<file path="src/rtl/tick_gen_per_if.sv">
// Peripheral bus bundle for tick_gen_per (MSP430-style word-addressed bus).
//
// Bus protocol: single-cycle, no valid/ready handshake. A cycle is active when
// per_en=1. per_we!=0 is a write, and each byte lane is written only when its
// per_we bit is set. per_we==0 is a read, and the addressed slave drives
// per_dout combinationally in the same cycle. Slaves drive per_dout to zero
// when they are not addressed, so the master can OR all slave outputs together.
interface tick_gen_per_if;
    logic [13:0] per_addr;
    logic [15:0] per_din;
    logic        per_en;
    logic [1:0]  per_we;
    logic [15:0] per_dout;

    modport master (output per_addr, output per_din, output per_en, output per_we,
                    input  per_dout);
    modport slave  (input  per_addr, input  per_din, input  per_en, input  per_we,
                    output per_dout);
endinterface

</file>
<file path="src/rtl/tick_gen_per.sv">
// Programmable tick generator. Divides mclk by (reload+1), emits a one-cycle
// tick and raises a pending interrupt on each tick. Six word registers sit at
// BASE_ADDR..BASE_ADDR+5.
module tick_gen_per #(
    parameter logic [13:0] BASE_ADDR    = 14'h090,
    parameter logic [27:0] RESET_RELOAD = 28'h2FAF07F
) (
    input  logic           mclk,
    input  logic           puc_rst_n,
    tick_gen_per_if.slave  bus,
    output logic           tick,
    output logic           irq,
    input  logic           irqacc
);

    logic        r_en;
    logic        r_ie;
    logic        r_oneshot;
    logic [27:0] r_reload;
    logic [27:0] r_cnt;
    logic        r_pend;
    logic        r_ovr;
    logic [11:0] r_cnt_hi_snap;

    logic [13:0] w_off;
    logic        w_hit;
    logic [2:0]  w_reg;
    logic        w_wr;
    logic        w_rd;
    logic        w_wr_ctrl;
    logic        w_en_rise;
    logic        w_tick;
    logic        w_set_pend;
    logic        w_set_ovr;
    logic        w_clr_pend;
    logic        w_clr_ovr;

    // Address decode: unsigned subtraction makes addresses below the base wrap
    // to large offsets, so a single compare covers both ends of the window.
    assign w_off = bus.per_addr - BASE_ADDR;
    assign w_hit = (w_off < 14'd6);
    assign w_reg = w_off[2:0];
    assign w_wr  = bus.per_en & (|bus.per_we) & w_hit;
    assign w_rd  = bus.per_en & (bus.per_we == 2'b00) & w_hit;

    // All CTRL bits live in the low byte, so only lane 0 can change CTRL.
    assign w_wr_ctrl = w_wr & (w_reg == 3'd0) & bus.per_we[0];
    assign w_en_rise = w_wr_ctrl & bus.per_din[0] & ~r_en;

    assign w_tick = r_en & (r_cnt == 28'd0);

    // Interrupt flags: set has priority over any clear in the same cycle.
    assign w_set_pend = w_tick & r_ie;
    assign w_set_ovr  = w_tick & r_ie & r_pend;
    assign w_clr_pend = irqacc |
                        (w_wr & (w_reg == 3'd3) & bus.per_we[0] & bus.per_din[0]);
    assign w_clr_ovr  = w_wr & (w_reg == 3'd3) & bus.per_we[0] & bus.per_din[1];

    // CTRL register: a bus write beats the one-shot auto-clear of EN.
    always_ff @(posedge mclk or negedge puc_rst_n) begin
        if (!puc_rst_n) begin
            r_en      <= 1'b0;
            r_ie      <= 1'b0;
            r_oneshot <= 1'b0;
        end else if (w_wr_ctrl) begin
            r_en      <= bus.per_din[0];
            r_ie      <= bus.per_din[1];
            r_oneshot <= bus.per_din[2];
        end else if (w_tick & r_oneshot) begin
            r_en      <= 1'b0;
        end
    end

    // Reload register, byte-lane writable; never touches the live counter.
    always_ff @(posedge mclk or negedge puc_rst_n) begin
        if (!puc_rst_n) begin
            r_reload <= RESET_RELOAD;
        end else if (w_wr) begin
            if (w_reg == 3'd1) begin
                if (bus.per_we[0]) r_reload[7:0]   <= bus.per_din[7:0];
                if (bus.per_we[1]) r_reload[15:8]  <= bus.per_din[15:8];
            end else if (w_reg == 3'd2) begin
                if (bus.per_we[0]) r_reload[23:16] <= bus.per_din[7:0];
                if (bus.per_we[1]) r_reload[27:24] <= bus.per_din[11:8];
            end
        end
    end

    // Down-counter: restart on EN 0->1, reload after reaching zero, hold when off.
    always_ff @(posedge mclk or negedge puc_rst_n) begin
        if (!puc_rst_n) begin
            r_cnt <= RESET_RELOAD;
        end else if (w_en_rise) begin
            r_cnt <= r_reload;
        end else if (r_en) begin
            r_cnt <= (r_cnt == 28'd0) ? r_reload : (r_cnt - 28'd1);
        end
    end

    // Pending / overrun flags (overrun is sticky until written with 1).
    always_ff @(posedge mclk or negedge puc_rst_n) begin
        if (!puc_rst_n) begin
            r_pend <= 1'b0;
            r_ovr  <= 1'b0;
        end else begin
            r_pend <= w_set_pend | (r_pend & ~w_clr_pend);
            r_ovr  <= w_set_ovr  | (r_ovr  & ~w_clr_ovr);
        end
    end

    // Reading COUNT_LO captures the upper count bits for a coherent COUNT_HI read.
    always_ff @(posedge mclk or negedge puc_rst_n) begin
        if (!puc_rst_n) begin
            r_cnt_hi_snap <= 12'h000;
        end else if (w_rd & (w_reg == 3'd4)) begin
            r_cnt_hi_snap <= r_cnt[27:16];
        end
    end

    // Read mux: zero unless this block is addressed by a read.
    always_comb begin
        bus.per_dout = 16'h0000;
        if (w_rd) begin
            case (w_reg)
                3'd0:    bus.per_dout = {13'd0, r_oneshot, r_ie, r_en};
                3'd1:    bus.per_dout = r_reload[15:0];
                3'd2:    bus.per_dout = {4'd0, r_reload[27:16]};
                3'd3:    bus.per_dout = {14'd0, r_ovr, r_pend};
                3'd4:    bus.per_dout = r_cnt[15:0];
                3'd5:    bus.per_dout = {4'd0, r_cnt_hi_snap};
                default: bus.per_dout = 16'h0000;
            endcase
        end
    end

    assign tick = w_tick;
    assign irq  = r_pend;

endmodule
</file>
<file path="src/flat_wrapper.sv">
// flat-port wrapper written by rule: the top's interface ports become plain ports
module tick_gen_per_flat 
#(
    parameter logic [13:0] BASE_ADDR    = 14'h090,
    parameter logic [27:0] RESET_RELOAD = 28'h2FAF07F
)
  (mclk, puc_rst_n, tick, irq, irqacc, bus_per_addr, bus_per_din, bus_per_en, bus_per_we, bus_per_dout);
  tick_gen_per_if bus_i ();
  input  logic mclk;
  input  logic puc_rst_n;
  output logic tick;
  output logic irq;
  input  logic irqacc;
  input wire logic [$bits(bus_i.per_addr)-1:0] bus_per_addr;
  input wire logic [$bits(bus_i.per_din)-1:0] bus_per_din;
  input wire logic [$bits(bus_i.per_en)-1:0] bus_per_en;
  input wire logic [$bits(bus_i.per_we)-1:0] bus_per_we;
  output wire logic [$bits(bus_i.per_dout)-1:0] bus_per_dout;
  assign bus_i.per_addr = bus_per_addr;
  assign bus_i.per_din = bus_per_din;
  assign bus_i.per_en = bus_per_en;
  assign bus_i.per_we = bus_per_we;
  assign bus_per_dout = bus_i.per_dout;
  tick_gen_per #(.BASE_ADDR(BASE_ADDR), .RESET_RELOAD(RESET_RELOAD)) u_core (.mclk(mclk), .puc_rst_n(puc_rst_n), .bus(bus_i), .tick(tick), .irq(irq), .irqacc(irqacc));
endmodule
</file>
<file path="config.mk">
export PLATFORM = sky130hd
export DESIGN_NAME = tick_gen_per_flat
export DESIGN_NICKNAME = d
export VERILOG_FILES = /design/src/rtl/tick_gen_per_if.sv /design/src/rtl/tick_gen_per.sv /design/src/flat_wrapper.sv
export SDC_FILE = /design/constraint.sdc
export NUM_CORES = 1
export LEC_CHECK = 0
export BUFFER_PORTS_ARGS = -buffer_cell sky130_fd_sc_hd__buf_2
export CAP_MARGIN = 15
export CORE_ASPECT_RATIO = 0.75
export CORE_UTILIZATION = 40
export CTS_CLUSTER_DIAMETER = 80
export DETAILED_ROUTE_END_ITERATION = 16
export SLEW_MARGIN = 20
export SYNTH_ARGS = -nofsm -noshare
export SYNTH_HDL_FRONTEND = slang
export SYNTH_SLANG_ARGS = --single-unit
export TNS_END_PERCENT = 20
</file>
<file path="constraint.sdc">
create_clock -name mclk -period 2.9 [get_ports mclk]
set_clock_uncertainty 0.1 [all_clocks]
set_input_delay 0.435 -clock mclk [delete_from_list [all_inputs] [get_ports mclk]]
set_output_delay 0.435 -clock mclk [all_outputs]
set_load 0.01 [all_outputs]
</file>
==> flow_summary.yaml <==
logic_synthesis:
  synth_top_area_cell: "dfstp_2"
  synth_edf_count: 0
  synth.most_common_cell: "nor2_1"
  syn-num-nets: 485
  synthTopCellsByCount: "nor2_1 (40), dfrtp_1 (37), dfstp_2 (36)"
  netlist.area_leader.share: 0.219
  postSynthCellCount: 447
  async_flop_share: 1.00
  ys_seq_elements: 73
  yosys_warnings: 0
  synth_cell_types: 65
  synth-seq-area-share: 0.433
  synth.cell_area_um2: 4320
  yosys-top-cells-area: "dfstp_2 (22%), dfrtp_1 (21%), mux2_2 (8.6%)"
  ys.flop_type: "dfrtp_1"
  syn_area_per_cell_um2: 9.66
setup_path:
  crit_type: "flop to primary output"
  slowest_stage: "or4b_2"
  worstPathCellList: "inv_1 -> ha_2 -> or4b_2 -> nor3_1 -> nand3_1 -> nor2_1 -> buf_2"
  critPathTopFamily: "simple AND/OR/NAND/NOR gates"
  critPathMaxStageDelay_ns: 0.62
  critPathLaunchType: "flop"
  arrival_ns: 2.31
  crit_fanout: 4
  crit_buf_inv: 2
  cp.required_ns: 2.37
  cp-end-kind: "primary output"
layout:
  drive_above_1_share: 0.373
  multi_input_area_um2: 2310
  regArea_um2: 1870
  syn_to_final_growth_pct: 23.0
  final_area_um2: 5310
  diodes: 0
  fillCellCount: 975
  nets: 564
drt:
  vias_per_cell: 6.06
  wl_per_cell_um: 20.0
  drtIter0Drc: 431
  ant_nets: 0
  routed_wl_um: 13300
  vias: 4041
  drc: 0
  firstDrtPassIters: 6
floorplanning:
  die_w_um: 122
  start_util: 0.415
  fp-row-count: 32
  placeableCoreArea_um2: 10400
  die_y_um: 92.0
  io_pins: 54
  die-area_um2: 11200
clocking:
  cts.sinks: 73
  cts_resized: 0
  cts_inserted_buffers: 9
  cts_htree_levels: 3
  cts.path.max_buffers: 2
  clk_pin_slew_ns: 0.06
  post-cts-setup-buffers: 0
  clock_latency_ns: 0.34
  clockRootBuffer: "clkbuf_16"
  cts_tree: "done"
  ctsHoldBuffers: 0
placed_design:
  gp_congestion: 0.883
  placed_area_um2: 4970
  dp_hpwl_um: 9890
  port_buffers: 53
global_route:
  track_usage: 0.256
  grt_pass1_vias: 3901
  grt_pass1_wl_um: 21600
  grt_start_max_net_pins: 40
  antenna_found_initial: 0
  grt.overflow.total: 0
sta:
  grt_setup_unrepaired: "yes"
  slew_headroom: 0.438
  setup_violations: 0
  holdWs_ns: 0.0973
  fin_crit_ns: 2.84
  max_freq_mhz: 352
  timing_worst_slew_pin_value_ns: 0.843
  drv_slew: 0
  finalHoldViolations: 0
  fin_setup_tns_ns: 0
  fin_crit_sh: 0.980
power:
  power_leakage_uw: 0.00238
  pwr_density_cell_nw_per_um2: 437
  ir_drop_mv: 0.277
run:
  maxCapViolations: 0
hold_path:
  hold_class: "input pin to async pin"
run_status:
  outcome: "completed"
## worst reg2reg max path: stages (launching register included)
cell       delay (ns)
dfstp_2          0.38
inv_1            0.11
ha_2             0.22
or4b_2           0.62
nor3_1           0.22
nand3_2          0.22
and2_1           0.22
buf_4            0.20
a21oi_1          0.18
a2bb2oi_1        0.19
## state kept, by name, indices dropped and copies added (netlist names)
name / cells
u_core.r_en: 1
u_core.r_reload: 28
u_core.r_cnt: 28
u_core.r_oneshot: 1
u_core.r_ovr: 1
u_core.r_ie: 1
u_core.r_cnt_hi_snap: 12
u_core.irq: 1
## final timing paths
kind,from,to,slack (ns),depth (start not counted)
setup reg to reg,u_core.r_cnt[0]$_DFFE_PN1P_,u_core.r_cnt[20]$_DFFE_PN1P_,0.16,9
max in group asynchronous,puc_rst_n,u_core.r_cnt[13]$_DFFE_PN1P_,1.85,2
min in group mclk,bus_per_din[13],u_core.r_reload[13]$_DFFE_PN1P_,0.23,2
setup / recovery,u_core.r_cnt[0]$_DFFE_PN1P_,tick,0.06,7
hold / removal,puc_rst_n,u_core.r_reload[16]$_DFFE_PN0P_,0.1,1
hold reg to reg,u_core.r_cnt_hi_snap[5]$_DFFE_PN0P_,u_core.r_cnt_hi_snap[5]$_DFFE_PN0P_,0.39,1
## final cells by class
class,instances,area share
Multi-Input combinational cell,332,0.436
Sequential cell,73,0.352
Timing Repair Buffer,93,0.109
Clock buffer,11,0.0438
Tap cell,136,0.0320
Clock inverter,5,0.0153
Inverter,17,0.0120
## cell families (layout without fill, tap and decap cells)
logic type / count (synthesis) / count (layout) / synth area share
AND/OR/NAND/NOR: 168 / 168 / 0.218
buffers and inverters: 42 / 126 / 0.0388
flip-flops: 73 / 73 / 0.433
multiplexers: 58 / 58 / 0.150
adder cells (fa/ha/maj): 2 / 2 / 0.00579
AO/OA/AOI/OAI: 104 / 104 / 0.154
## routing by layer
layer,vias up,routed length (µm),global-route usage
li1,1834,-,-
met1,1964,5990,0.373
met2,215,5880,0.364
met3,28,1160,0.0647
met4,0,278,0.0926
met5,-,0,0
## stage by stage
stage	utilization	power [µW]	worst slack, ns	cells
after floorplan	-	1070	0.413	447
after global placement	0.477	1140	0.170	651
after detailed placement	0.477	1140	0.0897	651
after CTS	0.507	2340	0.0203	667
after global routing	0.510	2380	-0.0214	667
final	0.510	2320	0.0592	667
## layout by cell type, fill, tap and decap left out, types with 6 or more instances in the layout
cell type,instances
a21oi_1,31
a22oi_1,16
and3_1,7
buf_2,53
buf_4,39
clkbuf_16,9
dfrtp_1,37
dfstp_2,36
inv_1,17
mux2_1,10
mux2_2,33
mux2i_1,14
nand2_1,19
nand3_1,33
nand4_1,10
nor2_1,40
nor3_1,10
o21ai_0,6
o21ai_1,18
or3_1,6
## where the power goes
group | internal, µW | switching (µW)
sequential | 1020 | 0.552
combinational | 37.7 | 64.8
clock | 754 | 442
total | 1810 | 507
No activity file was read; power rests on OpenSTA's default activity.
